**src/rtl/tmr_fault_manager.sv**
```systemverilog
// Persistent-fault supervisor for three NAND flash controller replicas: votes their
// outputs, masks a persistently dissenting replica, and resynchronises all three at idle.
module tmr_fault_manager #(
  parameter int W              = 32,
  parameter int MISMATCH_LIMIT = 4,
  parameter int RST_CYCLES     = 8,
  parameter int CNT_W          = 8
) (
  input  logic               clk,
  input  logic               rst,
  input  logic [W-1:0]       rep_a,
  input  logic [W-1:0]       rep_b,
  input  logic [W-1:0]       rep_c,
  input  logic               sync_ok,
  output logic [W-1:0]       data_out,
  output logic [2:0]         rep_mask,
  output logic [2:0]         rep_rst,
  output logic               tmr_error,
  output logic [3*CNT_W-1:0] fault_cnt,
  output logic [1:0]         state
);

  localparam logic [1:0] ST_NORMAL  = 2'b00;
  localparam logic [1:0] ST_FAULTED = 2'b01;
  localparam logic [1:0] ST_RESYNC  = 2'b10;

  localparam int SW = $clog2(MISMATCH_LIMIT + 1);
  localparam int RW = $clog2(RST_CYCLES + 1);
  localparam logic [SW-1:0]    STREAK_LAST = SW'(MISMATCH_LIMIT - 1);
  localparam logic [RW-1:0]    RST_LAST    = RW'(RST_CYCLES - 1);
  localparam logic [CNT_W-1:0] CNT_MAX     = '1;

  logic [1:0]             state_q, state_d;
  logic [2:0]             mask_q, mask_d;
  logic [2:0]             rrst_q, rrst_d;
  logic                   err_q, err_d;
  logic [2:0][CNT_W-1:0]  fcnt_q, fcnt_d;
  logic [2:0][SW-1:0]     streak_q, streak_d;
  logic [RW-1:0]          rcnt_q, rcnt_d;

  logic [2:0] dissent;
  logic [2:0] single;
  logic       all_diff;
  logic       pair_diff;
  logic       fault_hit;

  assign dissent[0] = (rep_a != rep_b) && (rep_a != rep_c);
  assign dissent[1] = (rep_b != rep_a) && (rep_b != rep_c);
  assign dissent[2] = (rep_c != rep_a) && (rep_c != rep_b);
  assign all_diff   = &dissent;
  assign single     = dissent & {3{~all_diff}};

  always_comb begin
    case (mask_q)
      3'b001:  pair_diff = (rep_b != rep_c);
      3'b010:  pair_diff = (rep_a != rep_c);
      3'b100:  pair_diff = (rep_a != rep_b);
      default: pair_diff = 1'b0;
    endcase
  end

  // With a replica masked the surviving pair is trusted as-is: lowest healthy index wins.
  always_comb begin
    if (mask_q == 3'b000)
      data_out = (rep_a & rep_b) | (rep_b & rep_c) | (rep_a & rep_c);
    else if (mask_q[0])
      data_out = rep_b;
    else
      data_out = rep_a;
  end

  always_comb begin
    state_d   = state_q;
    mask_d    = mask_q;
    rrst_d    = rrst_q;
    err_d     = 1'b0;
    fcnt_d    = fcnt_q;
    streak_d  = '0;
    rcnt_d    = rcnt_q;
    fault_hit = 1'b0;
    case (state_q)
      ST_NORMAL: begin
        err_d = all_diff;
        for (int unsigned i = 0; i < 3; i++) begin
          if (single[i]) begin
            streak_d[i] = streak_q[i] + SW'(1);
            if (streak_q[i] == STREAK_LAST) begin
              fault_hit = 1'b1;
              mask_d[i] = 1'b1;
              if (fcnt_q[i] != CNT_MAX)
                fcnt_d[i] = fcnt_q[i] + CNT_W'(1);
            end
          end
        end
        if (fault_hit) begin
          streak_d = '0;
          state_d  = ST_FAULTED;
        end
      end
      ST_FAULTED: begin
        err_d = pair_diff;
        if (sync_ok) begin
          state_d = ST_RESYNC;
          rrst_d  = '1;
          rcnt_d  = '0;
        end
      end
      ST_RESYNC: begin
        if (rcnt_q == RST_LAST) begin
          rrst_d  = '0;
          mask_d  = '0;
          state_d = ST_NORMAL;
        end else begin
          rcnt_d = rcnt_q + RW'(1);
        end
      end
      default: begin
        state_d = ST_NORMAL;
        mask_d  = '0;
        rrst_d  = '0;
      end
    endcase
  end

  always_ff @(posedge clk) begin
    if (rst) begin
      state_q  <= ST_NORMAL;
      mask_q   <= '0;
      rrst_q   <= '0;
      err_q    <= 1'b0;
      fcnt_q   <= '0;
      streak_q <= '0;
      rcnt_q   <= '0;
    end else begin
      state_q  <= state_d;
      mask_q   <= mask_d;
      rrst_q   <= rrst_d;
      err_q    <= err_d;
      fcnt_q   <= fcnt_d;
      streak_q <= streak_d;
      rcnt_q   <= rcnt_d;
    end
  end

  assign rep_mask  = mask_q;
  assign rep_rst   = rrst_q;
  assign tmr_error = err_q;
  assign fault_cnt = fcnt_q;
  assign state     = state_q;

endmodule
```
**config.mk**
```make
export PLATFORM = sky130hd
export DESIGN_NAME = tmr_fault_manager
export DESIGN_NICKNAME = d
export VERILOG_FILES = /design/src/rtl/tmr_fault_manager.sv
export SDC_FILE = /design/constraint.sdc
export NUM_CORES = 1
export LEC_CHECK = 0
export CORE_MARGIN = 2
export CORE_UTILIZATION = 47
export CTS_CLUSTER_SIZE = 25
export DETAILED_ROUTE_END_ITERATION = 12
export PLACE_DENSITY = 0.83
export SLEW_MARGIN = 30
export SYNTH_ARGS = -nofsm -noshare
export SYNTH_HDL_FRONTEND = slang
export SYNTH_SLANG_ARGS = --single-unit
```
**constraint.sdc**
```tcl
create_clock -name clk -period 2.7 [get_ports clk]
set_input_delay 0.54 -clock clk [delete_from_list [all_inputs] [get_ports clk]]
set_output_delay 0.54 -clock clk [all_outputs]
set_load 0.01 [all_outputs]
```
==> results.sh <==
export IMPL_status="finished, violations left"
export IMPL_failed_checks="negative setup slack"
export IMPL_drtIter0Drc=214
export IMPL_crit_path_end_kind="flop"
export IMPL_hold_depth=1
export IMPL_die_w_um=103.3
export IMPL_vdd_drop_max_mv=0.3141
export IMPL_synth_area_leader_cell="ha_1"
export IMPL_viasPerCell=6.210
export IMPL_rsz0062_at_grt="yes"
export IMPL_ys_ff_latch=44
export IMPL_core_area_mm2=0.009684
export IMPL_hold_path_end="streak_q[6]$_SDFF_PP0_"
export IMPL_reg2reg_from="fault_cnt[16]$_SDFFE_PP0P_"
export IMPL_synth_flop_cell="dfxtp_1"
export IMPL_skew_ns=0.002978
export IMPL_rows=36
export IMPL_ys_warn_count=0
export IMPL_synth_lib_cells_used_distinct=52
export IMPL_synthArstFlopShare=0
export IMPL_power_density_mw_per_mm2=249.8
export IMPL_dpl_cell_count=801
export IMPL_dieArea_mm2=0.01067
export IMPL_cts_made_buffers=5
export IMPL_cp_data_arrival_time_ns=3.12
export IMPL_fin_nets=889
export IMPL_clkTransAtPathRegs_ns=0.08
export IMPL_final_antenna_net_count=0
export IMPL_cp_required_ns=2.94
export IMPL_hold_viol_final=0
export IMPL_die_y_um=103.3
export IMPL_yosys_top_cells_area="ha_1 29%, dfxtp_1 19%, mux2i_1 7.1%, nor4_2 6.8%, a21oi_1 5.5%"
export IMPL_grt_antenna_before_repair=3
export IMPL_dp_hpwl_um=11400
export IMPL_ioPinCount=164
export IMPL_routedWlPerCell_um=21.46
export IMPL_drcViolationCount=0
export IMPL_syn_area_per_cell_um2=9.264
export IMPL_worst_pin_slew_ns=0.4996
export IMPL_post_place_ws_ns=-0.4859
export IMPL_root_buffer="clkbuf_8"
export IMPL_reg2reg_depth=6
export IMPL_reg2reg_slack_ns=0.56
export IMPL_cts_sinks=44
export IMPL_setup_slack_ns=-0.1826
export IMPL_syn_cell_area_mm2=0.004632
export IMPL_grt_overflow=0
export IMPL_synth_edff_count=0
export IMPL_grt_max_degree=38
export IMPL_clock_fmax_mhz=346.9
export IMPL_worstPathMaxFanout=6
export IMPL_synth_nets=705
export IMPL_fin_crit_sh=1.068
export IMPL_io_buffer_count=163
export IMPL_vias=5105
export IMPL_grt_pass1_wl_um=23980
export IMPL_fin_cells=822
export IMPL_p_leak_nw=3.354
export IMPL_drt_first_pass_iters=5
export IMPL_grt_pass1_vias=4898
export IMPL_track_usage=0.2860
export IMPL_min_path_type="flop to flop"
export IMPL_cts_hold_buffers_added=0
export IMPL_drive_gt1_frac=0.1971
export IMPL_worstSetupPathType="input port to flop"
export IMPL_r2r_end="fault_cnt[22]$_SDFFE_PP0P_"
export IMPL_ys_seq_area_frac=0.1902
export IMPL_tritoncts="done"
export IMPL_fin_crit_ns=2.883
export IMPL_synth_top_area_frac=0.2863
export IMPL_cap_violations=0
export IMPL_finalSetupViolations=16
export IMPL_start_util=0.4783
export IMPL_clock_latency_ns=0.30
export IMPL_maxSlewViolCount=0
export IMPL_htreeDepth=2
export IMPL_clk_path_buf_depth=2
export IMPL_finalPower_mw=1.893
export IMPL_wirelength_um=17640
export IMPL_worstSetupStartpointType="input port"
export IMPL_gp_congestion=0.9139
export IMPL_min_from="streak_q[6]$_SDFF_PP0_"
export IMPL_area_growth_synth_to_final_pct=63.64
export IMPL_synth_cells=500
export IMPL_relSlewSlack=0.6662
==> worst max-delay path, stage by stage <==
cell,delay (ns)
clkdlybuf4s50_1,0.45
ha_1,0.34
nor4_2,0.41
and4_1,0.33
o211ai_1,0.18
buf_4,0.20
or4_1,0.50
a21oi_2,0.16
==> layout make-up <==
| cell class | count | area, µm² |
|---|---|---|
| inverters | 11 | 41.29 |
| fillers | 570 | 2105 |
| clock buffers | 5 | 68.82 |
| multi-input cells | 422 | 4224 |
| diodes | 4 | 10.01 |
| repair buffers | 200 | 2145 |
| flip-flops and latches | 44 | 882.1 |
| clock inverters | 3 | 42.54 |
| well taps | 133 | 166.4 |
==> cells in the mapped netlist, drive strengths merged, types with 4 or more instances <==
master  number
inv         11
o21a         5
buf          9
ha         106
nor3         9
or4          7
nand4       11
or2          4
nand3       12
a21oi       51
clkbuf      15
and4        11
mux2        11
mux2i       33
nand2        8
o31ai        7
nor2b       13
o211ai       4
nor2        26
and3         5
o21ai        6
nor4        64
dfxtp       44
==> per-stage QoR <==
stage,TNS (ns),area (µm²),hold slack (ns),utilization
finish,-1.421,7580,0.4277,0.7827
global route,-1.902,7577,0.4609,0.7824
CTS,-0.005118,6859,0.4333,0.7083
detailed placement,-11.40,6554,0.4211,0.6767
global placement,-8.420,6554,0.4060,0.6767
floorplan,0,4632,0.3992,-
==> worst max-delay path by stage <==
| stage | startpoint | endpoint | slack [ns] | cells past startpoint |
|---|---|---|---|---|
| after floorplan | rep_a[16] | fault_cnt[22]$_SDFFE_PP0P_ | 0.32 | 6 |
| after global placement | rep_c[27] | fault_cnt[12]$_SDFFE_PP0P_ | -0.40 | 9 |
| after detailed placement | rep_a[6] | fault_cnt[12]$_SDFFE_PP0P_ | -0.49 | 9 |
| after CTS | rep_a[25] | fault_cnt[4]$_SDFFE_PP0P_ | -0.004 | 10 |
| after global routing | rep_c[28] | fault_cnt[6]$_SDFFE_PP0P_ | -0.17 | 8 |
| final | rep_c[30] | fault_cnt[6]$_SDFFE_PP0P_ | -0.18 | 8 |
==> where the power goes <==
| group | switching, mW | total, mW | internal (mW) |
|---|---|---|---|
| Sequential | 0.000147 | 0.649 | 0.649 |
| Combinational | 0.355 | 0.734 | 0.380 |
| Clock | 0.236 | 0.510 | 0.274 |
==> sequential cells by signal (all words and copies together), names as in the netlist <==
signal	count
fault_cnt	24
streak_q	9
rcnt_q	4
rep_mask	3
state	2
rep_rst	1
tmr_error	1
==> cell usage in the layout, fill, tap and decap left out, types with 7 or more instances in the layout <==
master and count:
dfxtp_1 43, mux2i_1 33, o31ai_1 7, nand3_1 12
ha_4 18, nor4_2 17, inv_1 11, and4_1 7
ha_1 88, nor4_1 25, nor2b_1 13, nor4_4 22
or4_1 7, nand4_1 11, buf_4 32, mux2_2 7
clkdlybuf4s50_1 72, dlygate4sd2_1 10, nand2_1 8, nor2_1 25
dlymetal6s2s_1 81, a21oi_1 46
==> metal layers <==
layer | part of all wire | track usage
met4 | 0.033 | 0.1032
met5 | 0 | 0
met3 | 0.079 | 0.07258
met2 | 0.49 | 0.5185
met1 | 0.40 | 0.3238
==> kinds of logic after synthesis <==
logic type | count (synthesis) | synth area share
AO/OA/AOI/OAI | 86 | 0.1194
buffers and inverters | 35 | 0.03241
XOR/XNOR | 2 | 0.003782
AND/OR/NAND/NOR | 183 | 0.2699
multiplexers | 44 | 0.09806
flip-flops | 44 | 0.1902
adder cells (fa/ha/maj) | 106 | 0.2863
==> timing repair <==
action,CTS,global route
setup buffers,3,2
resized for setup,33,139
endpoints found under the setup margin,54,50
cloned,2,2
pin swaps,7,49
(Power assumes the default switching activity.)
